**src/rtl/mem_req_master.sv**
```systemverilog
// Request-side initiator for the byte-wide memory controller: command FIFO, issue FSM, read return.
// Optional issue statistics (rd_cnt / wr_cnt) are built when MEM_REQ_STATS_EN is defined.
module mem_req_master #(
  parameter int unsigned DATA_WIDTH = 8,
  parameter int unsigned ADDR_WIDTH = 16,
  parameter int unsigned FIFO_DEPTH = 4,
  parameter int unsigned RD_LATENCY = 1
) (
  input  logic                  clk,
  input  logic                  reset_n,
  input  logic                  cmd_valid,
  output logic                  cmd_ready,
  input  logic                  cmd_rd_wr,
  input  logic [ADDR_WIDTH-1:0] cmd_addr,
  input  logic [DATA_WIDTH-1:0] cmd_wdata,
  output logic                  resp_valid,
  output logic [DATA_WIDTH-1:0] resp_data,
  output logic [ADDR_WIDTH-1:0] resp_addr,
  output logic                  busy,
  output logic                  rd_wr,
  output logic                  rd_wr_valid,
  output logic [ADDR_WIDTH-1:0] addr,
  output logic [DATA_WIDTH-1:0] wr_data,
  input  logic [DATA_WIDTH-1:0] rd_data
`ifdef MEM_REQ_STATS_EN
  ,
  output logic [15:0]           rd_cnt,
  output logic [15:0]           wr_cnt
`endif
);

  localparam int unsigned PtrW   = (FIFO_DEPTH > 1) ? $clog2(FIFO_DEPTH) : 1;
  localparam int unsigned CntW   = PtrW + 1;
  localparam int unsigned LatW   = (RD_LATENCY > 1) ? $clog2(RD_LATENCY + 1) : 1;
  localparam int unsigned EntryW = 1 + ADDR_WIDTH + DATA_WIDTH;

  typedef enum logic [0:0] {StIdle, StRdWait} state_e;

  // ---------------------------------------------------------------------------
  // Command FIFO
  // ---------------------------------------------------------------------------
  logic [EntryW-1:0] fifo_mem [FIFO_DEPTH];
  logic [PtrW-1:0]   wr_ptr_q, rd_ptr_q;
  logic [CntW-1:0]   count_q;
  logic              push, pop, full, empty;
  logic [EntryW-1:0] head;
  logic              head_rd;
  logic [ADDR_WIDTH-1:0] head_addr;
  logic [DATA_WIDTH-1:0] head_data;

  assign full      = (count_q == CntW'(FIFO_DEPTH));
  assign empty     = (count_q == '0);
  assign cmd_ready = !full;
  assign push      = cmd_valid && cmd_ready;

  assign head      = fifo_mem[rd_ptr_q];
  assign head_rd   = head[EntryW-1];
  assign head_addr = head[DATA_WIDTH +: ADDR_WIDTH];
  assign head_data = head[DATA_WIDTH-1:0];

  // Storage needs no reset; occupancy is tracked by the pointers and count.
  always_ff @(posedge clk) begin
    if (push) begin
      fifo_mem[wr_ptr_q] <= {cmd_rd_wr, cmd_addr, cmd_wdata};
    end
  end

  always_ff @(posedge clk or negedge reset_n) begin
    if (!reset_n) begin
      wr_ptr_q <= '0;
      rd_ptr_q <= '0;
      count_q  <= '0;
    end else begin
      if (push) begin
        wr_ptr_q <= wr_ptr_q + PtrW'(1);
      end
      if (pop) begin
        rd_ptr_q <= rd_ptr_q + PtrW'(1);
      end
      unique case ({push, pop})
        2'b10:   count_q <= count_q + CntW'(1);
        2'b01:   count_q <= count_q - CntW'(1);
        default: count_q <= count_q;
      endcase
    end
  end

  // ---------------------------------------------------------------------------
  // Issue FSM
  // ---------------------------------------------------------------------------
  state_e          state_q, state_d;
  logic [LatW-1:0] lat_q, lat_d;
  logic            issue;
  logic            capture;

  always_comb begin
    state_d = state_q;
    lat_d   = lat_q;
    pop     = 1'b0;
    issue   = 1'b0;
    capture = 1'b0;
    unique case (state_q)
      StIdle: begin
        if (!empty) begin
          pop   = 1'b1;
          issue = 1'b1;
          if (head_rd) begin
            lat_d   = LatW'(RD_LATENCY);
            state_d = StRdWait;
          end
        end
      end
      StRdWait: begin
        lat_d = lat_q - LatW'(1);
        // Counter value 1 marks the edge at which rd_data is valid.
        if (lat_q == LatW'(1)) begin
          capture = 1'b1;
          state_d = StIdle;
        end
      end
      default: begin
        state_d = StIdle;
      end
    endcase
  end

  always_ff @(posedge clk or negedge reset_n) begin
    if (!reset_n) begin
      state_q <= StIdle;
      lat_q   <= '0;
    end else begin
      state_q <= state_d;
      lat_q   <= lat_d;
    end
  end

  // ---------------------------------------------------------------------------
  // Controller request and client response registers
  // ---------------------------------------------------------------------------
  always_ff @(posedge clk or negedge reset_n) begin
    if (!reset_n) begin
      rd_wr_valid <= 1'b0;
      rd_wr       <= 1'b0;
      addr        <= '0;
      wr_data     <= '0;
    end else begin
      rd_wr_valid <= issue;
      if (issue) begin
        rd_wr   <= head_rd;
        addr    <= head_addr;
        wr_data <= head_data;
      end
    end
  end

  // addr still holds the issued read address while waiting, so it doubles as resp_addr source.
  always_ff @(posedge clk or negedge reset_n) begin
    if (!reset_n) begin
      resp_valid <= 1'b0;
      resp_data  <= '0;
      resp_addr  <= '0;
    end else begin
      resp_valid <= capture;
      if (capture) begin
        resp_data <= rd_data;
        resp_addr <= addr;
      end
    end
  end

  assign busy = !empty || (state_q == StRdWait);

`ifdef MEM_REQ_STATS_EN
  always_ff @(posedge clk or negedge reset_n) begin
    if (!reset_n) begin
      rd_cnt <= '0;
      wr_cnt <= '0;
    end else if (rd_wr_valid) begin
      if (rd_wr) begin
        if (rd_cnt != 16'hFFFF) rd_cnt <= rd_cnt + 16'd1;
      end else begin
        if (wr_cnt != 16'hFFFF) wr_cnt <= wr_cnt + 16'd1;
      end
    end
  end
`else
  // Statistics counters are not built in this configuration.
`endif

endmodule

```
**config.mk**
```make
export PLATFORM = sky130hd
export DESIGN_NAME = mem_req_master
export DESIGN_NICKNAME = d
export VERILOG_FILES = /design/src/rtl/mem_req_master.sv
export SDC_FILE = /design/constraint.sdc
export NUM_CORES = 1
export LEC_CHECK = 0
export BUFFER_PORTS_ARGS = -buffer_cell sky130_fd_sc_hd__buf_2
export CELL_PAD_IN_SITES_DETAIL_PLACEMENT = 1
export CELL_PAD_IN_SITES_GLOBAL_PLACEMENT = 2
export CORE_ASPECT_RATIO = 1.5
export CORE_MARGIN = 2
export CORE_UTILIZATION = 43
export DETAILED_ROUTE_END_ITERATION = 16
export MAX_ROUTING_LAYER = met4
export PLACE_DENSITY = 0.88
export SKIP_CTS_REPAIR_TIMING = 1
export SYNTH_ARGS = -nofsm -noshare
export SYNTH_HDL_FRONTEND = slang
export SYNTH_SLANG_ARGS = --single-unit
```
**constraint.sdc**
```tcl
create_clock -name clk -period 2.6 [get_ports clk]
set_clock_uncertainty 0.05 [all_clocks]
set_input_delay 0.52 -clock clk [delete_from_list [all_inputs] [get_ports clk]]
set_output_delay 0.52 -clock clk [all_outputs]
set_load 0.01 [all_outputs]
```
After elaboration in Yosys (flattened, before gate mapping)
Memory sizes are Yosys's and may differ from the RTL's.
Cells that the tools add are included.
{ "totals": {"reg_bits": 60, "mem_bits_rw": 100, "memories": 1, "wordCells": 45} }
{ "op_classes": {"n_eq_ne": 5, "addsub": 5, "n_reduce_logical": 7, "muxes": 14, "n_bitwise": 1} }
{ "memory_table": {"columns": ["memory", "words", "word_bits", "rd", "rd_ports_with_merged_regs", "write_ports", "line", "source"], "rows": [
  ["fifo_mem", 4, 25, 1, 0, 1, "42", "logic [EntryW-1:0] fifo_mem [FIFO_DEPTH];"]
]} }
{ "op_table": {"columns": ["op", "n"], "rows": [
  ["$mux W1", 11],
  ["$pmux W3 S2", 1],
  ["$add A2 B1 Y2 const B", 2],
  ["$ne A2 B2 Y1 const B", 2],
  ["$pmux W1 S2", 2],
  ["$add A3 B1 Y3 const B", 1],
  ["$eq A3 B3 Y1 const B", 1],
  ["$logic_not A3 Y1", 1],
  ["$sub A3 B1 Y3 const B", 1],
  ["$eq A2 B1 Y1 const B", 1],
  ["$eq A2 B2 Y1 const B", 1],
  ["$logic_not A1 Y1", 2],
  ["$reduce_and A2 Y1", 1],
  ["$reduce_bool A2 Y1", 1],
  ["$logic_and A1 B1 Y1", 1],
  ["$logic_or A1 B1 Y1", 1],
  ["$not A1 Y1", 1],
  ["$sub A1 B1 Y1 const B", 1]
]} }

Logic depth before layout (Yosys ltp)
Gate-level depths: netlist (run 1).
{ "logic_depth": {"depth_word": 5, "ltp_mapped": 9, "depth_no_buf": 9} }

Worst setup path after synthesis (run 1)
Ideal clock, no wire load.
{ "synth_timing": {"kind": "register to register", "start": "register count_q[0]", "end": "register count_q[2]", "required_time_ns": 2.471, "path_stages_with_launch": 10, "setup_time_ns": 0.079, "slack_ns": 0.458, "period_less_slack_ns": 2.142, "path_buffers": 0, "arrival_ns": 2.013, "path_cell_list": "dfrtp_1 or3b_4 and2_4 inv_1 ha_1 inv_1 fa_1 xor2_1 nor2_1 xor2_1"} }
{ "synth_between": {"elab_chain_len": 5, "elab_cells_between_ends": 12} }
{ "synth_lines": {"columns": ["item", "line", "source"], "rows": [
  ["from (decl)", "44", "logic [CntW-1:0] count_q;"],
  ["from (signal assigned)", "81", "2'b10: count_q <= count_q + CntW'(1);"],
  ["from (signal assigned)", "82", "2'b01: count_q <= count_q - CntW'(1);"],
  ["from (signal assigned)", "83", "default: count_q <= count_q;"],
  ["$eq A3 B3 Y1 (*)", "51", "assign full = (count_q == CntW'(FIFO_DEPTH));"],
  ["$logic_not A1 Y1 (*)", "53", "assign cmd_ready = !full;"],
  ["net cmd_ready", "12", "output logic cmd_ready,"],
  ["$logic_and A1 B1 Y1 (*)", "54", "assign push = cmd_valid && cmd_ready;"],
  ["$eq A2 B1 Y1 or $eq A2 B2 Y1 (tied branches)", "80", "unique case ({push, pop})"],
  ["$pmux W3 S2 or $reduce_bool A2 Y1 (tied branches)", null, null]
]} }
The timed path passes the listed nets; every way through them passes the cells marked *.
A chain may end at the register's enable or synchronous reset.

Final worst setup path (run 1)
{ "layout_timing": {"start": "register count_q[0]", "end": "register count_q[2]"} }
{ "layout_between": {"elab_chain_len": 5, "elab_cells_between_ends": 12} }
{ "layout_lines": {"columns": ["item", "line"], "rows": [
  ["$logic_not A3 Y1 or $eq A3 B3 Y1 (tied branches)", "52, 51"],
  ["$mux W1 or $logic_not A1 Y1 (tied branches)", "104, 53"],
  ["$mux W1 or $logic_and A1 B1 Y1 (tied branches)", "102, 54"],
  ["$eq A2 B1 Y1 or $eq A2 B2 Y1 (tied branches)", "80"],
  ["$pmux W3 S2 or $reduce_bool A2 Y1 (tied branches)", null]
]} }
Several ways; a longest one is shown, not always the timed one.

==> results of run 1 <==
==> logic make-up after synthesis <==
group                      Yosys count  share of synthesized area
xor gates and xnor gates             6                   0.008622
DFF                                160                     0.7389
muxes                               75                     0.1999
adders and majority gates            6                    0.01355
buffers and inverters               18                    0.01991
and+or+nand+nor                     16                    0.01663
AOI/OAI and AO/OA                    3                   0.002462
==> final timing paths <==
path	end	startpoint	cells after the start	slack, ns
worst min register to register	state_q	lat_q	1	0.43
min in group clk	fifo_mem[0][12]	cmd_addr[4]	1	0.27
max in group asynchronous	wr_data[1]	reset_n	2	1.82
worst max register to register	count_q[2]	count_q[0]	9	0.31
worst max-delay path	count_q[2]	count_q[0]	9	0.31
worst min-delay path	count_q[2]	reset_n	1	0.06
==> state kept, by name, summed over array words and instances (netlist names), 2 cells and up <==
signal,count
addr,16
count_q,3
fifo_mem,100
rd_ptr_q,2
resp_addr,16
resp_data,8
wr_data,8
wr_ptr_q,2
==> stage by stage <==
| step | hold slack [ns] | utilization |
|---|---|---|
| 5_1_grt | 0.08063 | 0.5270 |
| 2_1_floorplan | 0.1744 | - |
| 3_5_place_dp | 0.4256 | 0.4840 |
| 6_report | 0.05531 | 0.5270 |
| 3_3_place_gp | 0.4082 | 0.4840 |
| 4_1_cts | 0.06057 | 0.5267 |
==> placed cells by master, fill, tap and decap left out, drive strengths merged, types with 3 or more instances in the layout <==
cell and instances:
bufinv 3, mux2 49, buf 98, mux4 25
clkinv 10, xnor2 3, edfxtp 100, o21ai 3
ha 5, and3 4, dfrtp 60, xor2 3
nor2 3, inv 9, clkbuf 17, nand2 3
==> power groups by stage <==
stage / logic (mW) / registers [mW] / clock network (mW)
after floorplan: 2.10 / 4.12 / 0
after global placement: 3.01 / 4.03 / 0
after CTS: 3.16 / 4.05 / 2.54
after global routing: 3.36 / 4.14 / 2.64
after detailed placement: 3.15 / 4.08 / 0
final: 3.09 / 4.03 / 2.47
==> per-layer routing <==
metal,share of wire,track usage
met4,0.013,0.05946
met5,0,-
met3,0.034,0.05044
met1,0.42,0.2058
met2,0.54,0.2798
==> area by class of cell <==
class | instances | area share
repair buffers | 98 | 0.07194
inverters | 8 | 0.004091
well taps | 165 | 0.02813
flip-flops and latches | 160 | 0.6139
diodes | 2 | 0.0006819
multi-input cells | 106 | 0.2003
clock inverters | 15 | 0.02301
clock buffers | 17 | 0.05796
==> flow_summary.yaml, run 1 <==
run_status:
  status: "complete, no violations"
worst_setup_path:
  cp_max_fo: 6
  crit_slowest_cell: "dfrtp_1"
  worstPathRequired_ns: 2.89
  worst-path-buf-inv: 2
  end_kind: "flip-flop"
  cp.arrival_ns: 2.58
  cp_slowest_stage_delay_ns: 0.44
  crit_family: "simple AND/OR/NAND/NOR gates"
  critPathLaunchType: "flip-flop"
  path_cells: "or3b_4, and2_4, inv_1, ha_1, inv_1, fa_1, xor2_1, nor2_1, xor2_1"
  critPathKind: "reg -> reg"
sta:
  worstMarginPinSlew_ns: 0.6087
  worst_slack_ns: 0.3062
  slew_headroom: 0.5942
  finalSetupViolations: 0
  maxSlewViolCount: 0
  fin_crit_sh: 0.8822
  setup_tns_ns: 0
  final.min_clock_period_ns: 2.294
  finalHoldViolations: 0
  rsz0062_at_grt: "false"
  fmax_ghz: 0.4360
global_route:
  grt_pass1_vias: 3250
  gr-total-overflow: 0
  grt_max_degree: 38
  grt_antenna_before_repair: 2
  grtUsageTotal: 0.1724
  grt_pass1_wl_mm: 18.54
floorplan:
  die-area_um2: 15160
  start_util: 0.4377
  core_region_area_um2: 13930
  num_rows: 53
  boundaryPins: 89
  die_h_um: 149.8
  die_w_um: 101.2
detailed_routing:
  drc: 0
  dr.pass1.iters: 4
  vias_per_cell: 5.151
  num_vias: 2941
  wire_per_inst_um: 20.46
  ant_nets: 0
  drtIter0Drc: 109
  drt-total-wl_mm: 11.68
pwr:
  pwr-share-comb: 0.322
  intPower_mw: 6.736
  sequentialPowerShare: 0.420
  p_per_area_nw_per_um2: 1307
  p_total_mw: 9.590
  clockPowerShare: 0.258
  netSwitchingPower_mw: 2.854
  p_leak_nw: 2.938
  vdd_drop_max_mv: 0.5449
  switching_share: 0.2976
placed_design:
  dp.final_hpwl_mm: 7.588
  placedCellCount: 537
  placed_cell_area_um2: 6740
  place_ws_ns: 0.3141
  globalplace.congestion: 0.7444
  io_buffer_count: 88
logic_synthesis:
  synth_fp_nets: 326
  synthArstFlopShare: 0.3750
  synth_cells: 284
  yosysWarnings: 0
  synth_flop_cell: "edfxtp_1"
  synth_area_um2: 6096
  yosysTopAreaCell: "edfxtp_1"
  synth_common_cells: "edfxtp_1, dfrtp_1, mux2_2, mux2_4, mux4_2"
  netlist_top_cells_area: "edfxtp_1, dfrtp_1, mux4_2"
  ys_seq_area_frac: 0.7389
  synth.most_common_cell: "edfxtp_1"
  synth.avg_cell_area_um2: 21.46
  synth.distinct_cells: 27
  synth_top_area_frac: 0.4926
  yosys_register_bits: 160
  synth_edf_count: 100
clocking:
  clock_latency_ns: 0.42
  cts_max_path_buffers: 2
  numCtsBuffers: 17
  clkTransAtPathRegs_ns: 0.06
  cts.sinks: 160
  root_buffer: "clkbuf_16"
  htree_levels: 4
  cts_tree: "built"
hold_path:
  hp-class: "in -> async"
finish:
  final_cell_area_um2: 7340
  multi_input_area_um2: 1470
  final_nets: 433
  final_cells: 571
  final_layout_size_suffix_gt1_frac: 0.4926
  fillers: 1268
  regArea_um2: 4506
  area_growth_pct: 20.40
run:
  cap_violations: 0
Note: power is estimated with default switching activity, not from simulation.
==> inputs of run 2 (changes only) <==
REMOVE_ABC_BUFFERS = 1   (was not set)
==> run 2 against run 1 <==
Fmax rose by 1.5%. Hold slack improved by 0.031 ns. Worst setup slack better by 0.034 ns. Sequential cell count unchanged. Clock power down 14%. Sequential share of layout area increased by 0.74 points. Largest power group unchanged. Total power is 3.4% lower. Routed wire length fell by 1.7%. Cell area shrank 1.2%. Clock-buffer cell count is 13 higher.
==> flow_summary.yaml, run 2 (synthesized netlist as in run 1, its figures left out) <==
sta:
  setup_tns_ns: 0
  maxSlewViolCount: 0
  slew_headroom: 0.5612
  final.min_clock_period_ns: 2.260
  rsz0062_at_grt: "false"
  fin_crit_sh: 0.8693
  finalHoldViolations: 0
  worst_slack_ns: 0.3398
  fmax_ghz: 0.4424
  finalSetupViolations: 0
  worstMarginPinSlew_ns: 0.6583
detailed_routing:
  dr.pass1.iters: 4
  drt-total-wl_mm: 11.49
  drc: 0
  drtIter0Drc: 116
  vias_per_cell: 5.185
  wire_per_inst_um: 20.08
  ant_nets: 0
  num_vias: 2966
global_route:
  gr-total-overflow: 0
  grtUsageTotal: 0.1711
  grt_pass1_vias: 3361
  grt_max_degree: 38
  grt_antenna_before_repair: 0
  grt_pass1_wl_mm: 18.24
clocking:
  clkTransAtPathRegs_ns: 0.06
  cts_max_path_buffers: 2
  numCtsBuffers: 17
  cts.sinks: 160
  htree_levels: 4
  root_buffer: "clkbuf_16"
  cts_tree: "built"
  clock_latency_ns: 0.41
worst_setup_path:
  end_kind: "flip-flop"
  cp_max_fo: 6
  critPathLaunchType: "flip-flop"
  critPathKind: "reg -> reg"
  cp.arrival_ns: 2.54
  worstPathRequired_ns: 2.88
placed_design:
  dp.final_hpwl_mm: 7.499
  globalplace.congestion: 0.7127
  io_buffer_count: 88
  place_ws_ns: 0.3324
floorplan:
  die-area_um2: 15160
  die_w_um: 101.2
  die_h_um: 149.8
  boundaryPins: 89
  core_region_area_um2: 13930
  start_util: 0.4377
  num_rows: 53
pwr:
  vdd_drop_max_mv: 0.4997
  p_per_area_nw_per_um2: 1278
  p_leak_nw: 2.895
  p_total_mw: 9.268
finish:
  final_nets: 435
  largest-register: "fifo_mem"
  regArea_um2: 4506
  top_regs: "fifo_mem: 100 flops, addr: 16 flops, resp_addr: 16 flops"
  largest_reg_flops: 100
  fillers: 1280
  final_common_cell: "edfxtp_1"
  area_growth_pct: 18.97
  final_layout_size_suffix_gt1_frac: 0.4704
  final_cell_mix: "edfxtp_1, buf_2, dfrtp_1"
  multi_input_area_um2: 1470
run:
  cap_violations: 0
hold_path:
  hp-class: "in -> async"
run_status:
  status: "complete, no violations"
-- run 2: cell count changes in the layout (fill, tap and decap cells not counted) --
cell        change
clkbuf_1       +12
clkinvlp_4      -1
buf_4           +2
inv_6           -1
clkbuf_8        +1
bufinv_16       -3
clkinv_1        -2
clkinv_4        -4
clkinv_2        -2
diode_2         -1
-- run 2: final timing paths --
path                             start              end  slack (ns)  cells past startpoint
hold reg to reg                  lat_q          state_q        0.45                      1
setup / recovery            count_q[0]       count_q[2]        0.34                      9
min in group clk           cmd_addr[8]  fifo_mem[3][16]        0.28                      1
hold / removal                 reset_n       wr_data[5]        0.09                      1
setup reg to reg            count_q[0]       count_q[2]        0.34                      9
max in group asynchronous      reset_n     resp_addr[0]        1.79                      2
-- run 2: layout make-up --
cell class	count	share of cell area
repair buffers	100	0.07488
flip-flops and latches	160	0.6213
clock inverters	2	0.001380
multi-input cells	106	0.2027
well taps	165	0.02847
inverters	8	0.004141
clock buffers	30	0.06677
diodes	1	0.0003451
-- run 2: power by group --
part / internal (mW) / total [mW] / switching, mW
combinational: 1.68 / 3.13 / 1.45
clock: 1.24 / 2.13 / 0.882
sequential: 3.57 / 4.01 / 0.439
total: 6.50 / 9.27 / 2.77
-- run 2: layer usage --
metal,GRT usage,vias up,share of wire
met4,0.06689,0,0.017
met5,-,-,0
li1,-,1321,-
met3,0.04811,15,0.036
met2,0.3003,71,0.56
met1,0.1799,1559,0.38
-- run 2: per-stage QoR --
stage / utilization / hold WS, ns / area [um2] / instances
after floorplan: - / 0.1744 / 6005 / 274
after global placement: 0.4851 / 0.4133 / 6755 / 539
after detailed placement: 0.4851 / 0.4330 / 6755 / 539
after CTS: 0.5206 / 0.09643 / 7249 / 571
after global routing: 0.5206 / 0.1121 / 7249 / 571
final: 0.5208 / 0.08667 / 7252 / 572
-- run 2: critical path: stages, from the launching register on --
cell	delay (ns)
dfrtp_1	0.44
or3b_4	0.43
and2_4	0.19
inv_1	0.06
ha_1	0.17
inv_1	0.06
fa_1	0.37
xor2_1	0.15
nor2_1	0.11
xor2_1	0.15
